$ cat src/rtl/ahb_arbiter_nm.sv
// ---------------------------------------------------------------------------
// ahb_arbiter_nm
// Parametrised AHB bus arbiter for NUM_M masters. It supports fixed-priority
// or round-robin selection, locked transfers, parking on a default master
// and a burst hold limit. The grant is registered, and the address-phase
// owner (HMASTER/HMASTLOCK) follows the grant one accepted cycle later.
//
// Ports
//   i_hclk       bus clock
//   i_hresetn    asynchronous active-low reset
//   i_hbusreq    per-master bus request              [NUM_M]
//   i_hlock      per-master lock request             [NUM_M]
//   i_htrans     HTRANS of the current owner         [2]
//   i_hready     muxed slave ready
//   o_hgrant     one-hot grant (registered)          [NUM_M]
//   o_hmaster    address-phase owner index (reg.)    [max(1,MB)]
//   o_hmastlock  owner transfer is locked (reg.)
// ---------------------------------------------------------------------------
module ahb_arbiter_nm #(
  parameter int NUM_M     = 4,
  parameter int MODE      = 1,
  parameter int DEFAULT_M = 0,
  parameter int MAX_HOLD  = 16,
  localparam int MB       = $clog2(NUM_M),
  localparam int MBW      = (MB < 1) ? 1 : MB
) (
  input  logic             i_hclk,
  input  logic             i_hresetn,
  input  logic [NUM_M-1:0] i_hbusreq,
  input  logic [NUM_M-1:0] i_hlock,
  input  logic [1:0]       i_htrans,
  input  logic             i_hready,
  output logic [NUM_M-1:0] o_hgrant,
  output logic [MBW-1:0]   o_hmaster,
  output logic             o_hmastlock
);

  localparam logic [1:0] HTRANS_BUSY = 2'b01;
  localparam logic [1:0] HTRANS_SEQ  = 2'b11;

  localparam int HW = (MAX_HOLD > 0) ? $clog2(MAX_HOLD + 1) : 1;
  localparam logic [HW-1:0]    HOLD_LIM  = HW'(MAX_HOLD);
  localparam logic             HOLD_EN   = (MAX_HOLD != 0);
  localparam logic [MBW-1:0]   DEF_IDX   = MBW'(DEFAULT_M);
  localparam logic [NUM_M-1:0] ONE_M     = {{(NUM_M-1){1'b0}}, 1'b1};
  localparam logic [NUM_M-1:0] DEF_GRANT = ONE_M << DEFAULT_M;

  logic [NUM_M-1:0] r_grant;
  logic [MBW-1:0]   r_master;
  logic             r_mastlock;
  logic [MBW-1:0]   r_rr_ptr;
  logic [HW-1:0]    r_hold_cnt;

  logic [MBW-1:0]   w_g;
  logic [NUM_M-1:0] w_lock_req;
  logic             w_locked;
  logic             w_burst;
  logic             w_other_req;
  logic             w_hold_expired;
  logic             w_rearb;
  logic             w_any_req;
  logic [MBW-1:0]   w_fp_win;
  logic [MBW-1:0]   w_rr_win;
  logic [MBW-1:0]   w_winner;
  logic [NUM_M-1:0] w_win_grant;
  logic [NUM_M-1:0] w_grant_next;

  // Index of the (one-hot) granted master.
  always_comb begin
    w_g = '0;
    for (int i = 0; i < NUM_M; i++) begin
      if (r_grant[i]) w_g = w_g | MBW'(i);
    end
  end

  genvar gi;
  generate
    for (gi = 0; gi < NUM_M; gi++) begin : g_lock_req
      assign w_lock_req[gi] = i_hlock[gi] & i_hbusreq[gi];
    end
  endgenerate

  assign w_locked    = w_lock_req[w_g];
  assign w_burst     = i_hbusreq[w_g] &
                       ((i_htrans == HTRANS_BUSY) | (i_htrans == HTRANS_SEQ));
  assign w_other_req = |(i_hbusreq & ~r_grant);
  // A burst only loses the bus once the limit is reached and someone else waits.
  assign w_hold_expired = HOLD_EN & (r_hold_cnt >= HOLD_LIM) & w_other_req;
  assign w_rearb     = i_hready & ~w_locked & ~(w_burst & ~w_hold_expired);
  assign w_any_req   = |i_hbusreq;

  // Fixed priority: lowest requesting index wins; park when idle.
  always_comb begin
    w_fp_win = DEF_IDX;
    for (int i = NUM_M - 1; i >= 0; i--) begin
      if (i_hbusreq[i]) w_fp_win = MBW'(i);
    end
  end

  // Round robin: search starts just after the last winner, so the current
  // owner is examined last.
  always_comb begin
    logic         found;
    int           idx;
    logic [MBW-1:0] idx_b;
    w_rr_win = DEF_IDX;
    found    = 1'b0;
    idx      = 0;
    idx_b    = '0;
    for (int k = 1; k <= NUM_M; k++) begin
      idx = int'(r_rr_ptr) + k;
      if (idx >= NUM_M) idx = idx - NUM_M;
      idx_b = MBW'(idx);
      if (!found && i_hbusreq[idx_b]) begin
        found    = 1'b1;
        w_rr_win = idx_b;
      end
    end
  end

  assign w_winner     = (MODE == 0) ? w_fp_win : w_rr_win;
  assign w_win_grant  = ONE_M << w_winner;
  assign w_grant_next = w_rearb ? w_win_grant : r_grant;

  always_ff @(posedge i_hclk or negedge i_hresetn) begin
    if (!i_hresetn) begin
      r_grant    <= DEF_GRANT;
      r_master   <= DEF_IDX;
      r_mastlock <= 1'b0;
      r_rr_ptr   <= DEF_IDX;
      r_hold_cnt <= '0;
    end else if (i_hready) begin
      r_grant    <= w_grant_next;
      // Address-phase owner follows the grant one accepted cycle later.
      r_master   <= w_g;
      r_mastlock <= w_locked;
      // Parking does not move the round-robin pointer.
      if (w_rearb && w_any_req) r_rr_ptr <= w_winner;
      if (w_grant_next != r_grant) begin
        r_hold_cnt <= '0;
      end else if (i_htrans[1] && (r_hold_cnt != HOLD_LIM)) begin
        r_hold_cnt <= r_hold_cnt + HW'(1);
      end
    end
  end

  assign o_hgrant    = r_grant;
  assign o_hmaster   = r_master;
  assign o_hmastlock = r_mastlock;

endmodule

$ cat config.mk
export PLATFORM = sky130hd
export DESIGN_NAME = ahb_arbiter_nm
export DESIGN_NICKNAME = d
export VERILOG_FILES = /design/src/rtl/ahb_arbiter_nm.sv
export SDC_FILE = /design/constraint.sdc
export NUM_CORES = 1
export LEC_CHECK = 0
export ABC_AREA = 1
export BUFFER_PORTS_ARGS = -buffer_cell sky130_fd_sc_hd__buf_2
export CORE_UTILIZATION = 55
export CTS_BUF_LIST = sky130_fd_sc_hd__clkbuf_16
export DETAILED_ROUTE_END_ITERATION = 12
export GPL_TIMING_DRIVEN = 0
export PLACE_DENSITY_LB_ADDON = 0.2
export SETUP_SLACK_MARGIN = 0.3
export SLEW_MARGIN = 40
export SYNTH_ARGS = -nofsm -noshare
export SYNTH_HDL_FRONTEND = slang
export SYNTH_SLANG_ARGS = --single-unit
$ cat constraint.sdc
create_clock -name i_hclk -period 3.5 [get_ports i_hclk]
set_input_delay 0.7 -clock i_hclk [delete_from_list [all_inputs] [get_ports i_hclk]]
set_output_delay 0.7 -clock i_hclk [all_outputs]
set_load 0.03 [all_outputs]
==> flow_metrics.tcl <==
set metrics [dict create \
    detailroute.via_count 1265 \
    postSynthRegisterBits 14 \
    yosys.area_share.xor_xnor_pct 2.01 \
    dominant_combinational_cell_family_by_area_after_synthesis "simple AND/OR/NAND/NOR gates" \
    cts-resized-gates 0 \
    fin_hold_ws_ps 351 \
    area_delta_synth_final_pct 15.6 \
    arrival_ps 2360 \
    portBuffers 18 \
    yosysUniqueCellTypes 30 \
    critPathLaunchType "input port" \
    place_hpwl_um 2230 \
    rows 17 \
    post_synthesis_simple_gate_area_fraction_pct 53.7 \
    setup_tns_ps 0 \
    multi_input_comb_area_um2 847 \
    worstMarginPinSlew_ps 328 \
    setup.worst_path.class "input port to flop" \
    critical_path_required_ps 3630 \
    tritoncts "built" \
    p_comb_share_pct 68.6 \
    drt_wl_total_um 2890 \
    cts_root_buf "clkbuf_16" \
    p_switching_mw 0.923 \
    muxShareOfSynthArea_pct 0 \
    ioPinCount 20 \
    post-route-util_pct 67.6 \
    grtUsageMet1_pct 34.6 \
    setup_repair_after_global_routing_missed_its_margin "no" \
    min_period_ps 2230 \
    final_net_count 224 \
    drt_iter0_drc 31 \
    synth-seq-area-share_pct 26.9 \
    synth_compound_area_share_pct 7.29 \
    run_status "finished clean" \
    mostFrequentLayoutCells "50 x nand2_1, 24 x nand3_1, 20 x inv_1, 20 x nor2_1, 19 x buf_2" \
    floorplan.die.height_um 50.7 \
    clock_latency_ps 250 \
    grt_max_degree 15 \
    htree_num_levels 1 \
    post_drt_wl_per_cell_um 12.2 \
    cell_area_after_placement_um2 1430 \
    cts.clk_slew.worst_paths_ps 50 \
    crit_path_max_fanout 10 \
    numClockSinks 14 \
    syn-cell-area_um2 1310 \
    antenna_diode_count 0 \
    gpl.final_weighted_congestion 0.875 \
    yosys_most_used_dff "dfrtp_1" \
    floorplan.initialDensity_pct 58.4 \
    setup_violations 0 \
    skew_ps 3.70 \
    synth_fp_nets 201 \
    die_area_um2 2570 \
    busiest_layer "met2" \
    cts.repair_timing.setup_buffer_count 0 \
    worst_slew_margin_rel_pct 77.9 \
    power.density_nw_per_um2 1120 \
    internal_power_mw 0.763 \
    maxClockFrequency_ghz 0.449 \
    mostFrequentLayoutCell "nand2_1" \
    cell_count_after_synthesis 186 \
    grt_pass1_wl_um 5040 \
    irDropWorstVdd_v 0.000808 \
    max_cap_viol_count 0 \
    ant_nets 0 \
    timing_hold_violations_final 0 \
    synth_enable_flop_cells 0 \
    cts_hold_buffers 0 \
    critPathCaptureType "flop" \
    cts_buffers 3 \
    register_area_um2 352 \
    drt_pre_antenna_iters 6 \
    groute.layer.met3.usage_pct 4.85 \
    overflow 0 \
    layout-drive-gt1-share_pct 27.4 \
    worstHoldPathType "input port to asynchronous set/reset pin" \
    overall_fraction_of_global_route_tracks_in_use_pct 26.2 \
    share_seq_of_total_power_pct 18.1 \
    synthArstFlopShare_pct 100 \
    cts-root-to-sink-buffers 2 \
    post-route-period-util_pct 63.6 \
    yosysWarningCount 0 \
    post-route-drc-count 0 \
    postSynthAreaPerCell_um2 7.02 \
    timing.final.max_slew_violations 0 \
    grtUsageMet2_pct 43.3 \
    leakagePower_nw 0.788 \
    final.fill_count 203 \
    via_per_inst 5.36 \
    via_count_of_the_first_global_routing_pass 1161 \
    synth_fa_ha_area_share_pct 1.92 \
    final_design_area_no_fill_um2 1510 \
    clock_power_share_pct 13.3 \
    die-width_um 50.7 \
    core_box_area_um2 2230 \
    power.switching_fraction_pct 54.7 \
    number_of_antenna_violations_at_the_first_check_in_global_routing 0 \
]
cells in the mapped netlist (2+ instances only):
library cell | n | area, µm²
nand2_1 | 50 | 188
nand3_1 | 24 | 120
inv_1 | 20 | 75.1
nor2_1 | 20 | 75.1
dfrtp_1 | 13 | 325
nand2_2 | 10 | 62.6
nand2_4 | 7 | 78.8
o21ai_0 | 7 | 35.0
nand4_1 | 4 | 25.0
nand3_2 | 3 | 30.0
nor2_4 | 3 | 33.8
a21oi_1 | 2 | 10.0
ha_1 | 2 | 25.0
inv_2 | 2 | 7.51
nand3_4 | 2 | 35.0
o22ai_1 | 2 | 12.5
xnor2_1 | 2 | 17.5
worst paths after layout:
check	from	end	slack, ps	cells after the start
hold reg to reg	o_hmaster[0]	o_hmaster[0]	500	2
hold / removal	i_hresetn	o_hgrant[2]	350	1
setup / recovery	i_hready	r_hold_cnt[0]	1270	15
setup reg to reg	o_hgrant[3]	r_hold_cnt[0]	1290	15
min in group i_hclk	o_hmaster[0]	o_hmaster[0]	500	2
max in group asynchronous	i_hresetn	o_hgrant[0]	2860	1
power groups by stage:
stage / logic (mW) / registers, mW / clock network (mW)
finish: 1.16 / 0.305 / 0.224
global route: 1.29 / 0.315 / 0.232
CTS: 1.15 / 0.305 / 0.225
detailed placement: 1.15 / 0.307 / 0
global placement: 1.11 / 0.303 / 0
floorplan: 0.874 / 0.365 / 0
layer usage:
metal  vias to the layer above  wire length [µm]
li1                        645                 -
met1                       582              1410
met2                        34              1320
met3                         4               125
met4                         0                33
met5                         -                 0
critical path: stages:
cell and delay [ps]:
buf_2 200, inv_1 110, nor2_1 160, nand3_1 90, nand2_1 90, inv_1 70
nor2_4 170, buf_4 200, nand4_1 120, nand2_2 100, nor2_4 50, nand3_4 90
nand2_4 80, nand2_1 60, nand2_1 60
metrics by stage:
| stage | power [mW] | setup WS (ps) | cells |
|---|---|---|---|
| 4_1_cts | 1.68 | 1270 | 236 |
| 3_3_place_gp | 1.41 | 1060 | 232 |
| 5_1_grt | 1.83 | 1010 | 236 |
| 2_1_floorplan | 1.24 | 1270 | 186 |
| 6_report | 1.69 | 1270 | 236 |
| 3_5_place_dp | 1.45 | 1010 | 232 |
cell families (layout without fill, tap and decap cells):
| kind of cell | Yosys count | in the layout |
|---|---|---|
| buf+inv | 25 | 47 |
| simple gates | 127 | 127 |
| xor+xnor | 3 | 3 |
| fa+ha+maj | 2 | 2 |
| flops | 14 | 14 |
| compound gates | 15 | 15 |
flip-flops by register name, indices dropped and copies added, names as in the netlist:
signal / cells
o_hmastlock: 1
o_hmaster: 2
r_rr_ptr: 2
o_hgrant: 4
r_hold_cnt: 5
final cells by class:
type                    count  area share [%]
flip-flops and latches     14            23.3
clock inverters             1           0.249
plain buffers               3            1.58
clock buffers               3            4.98
inverters                  22            5.47
multi-input cells         147            56.1
repair buffers             18            5.97
well taps                  28            2.32
(Power assumes the default switching activity.)
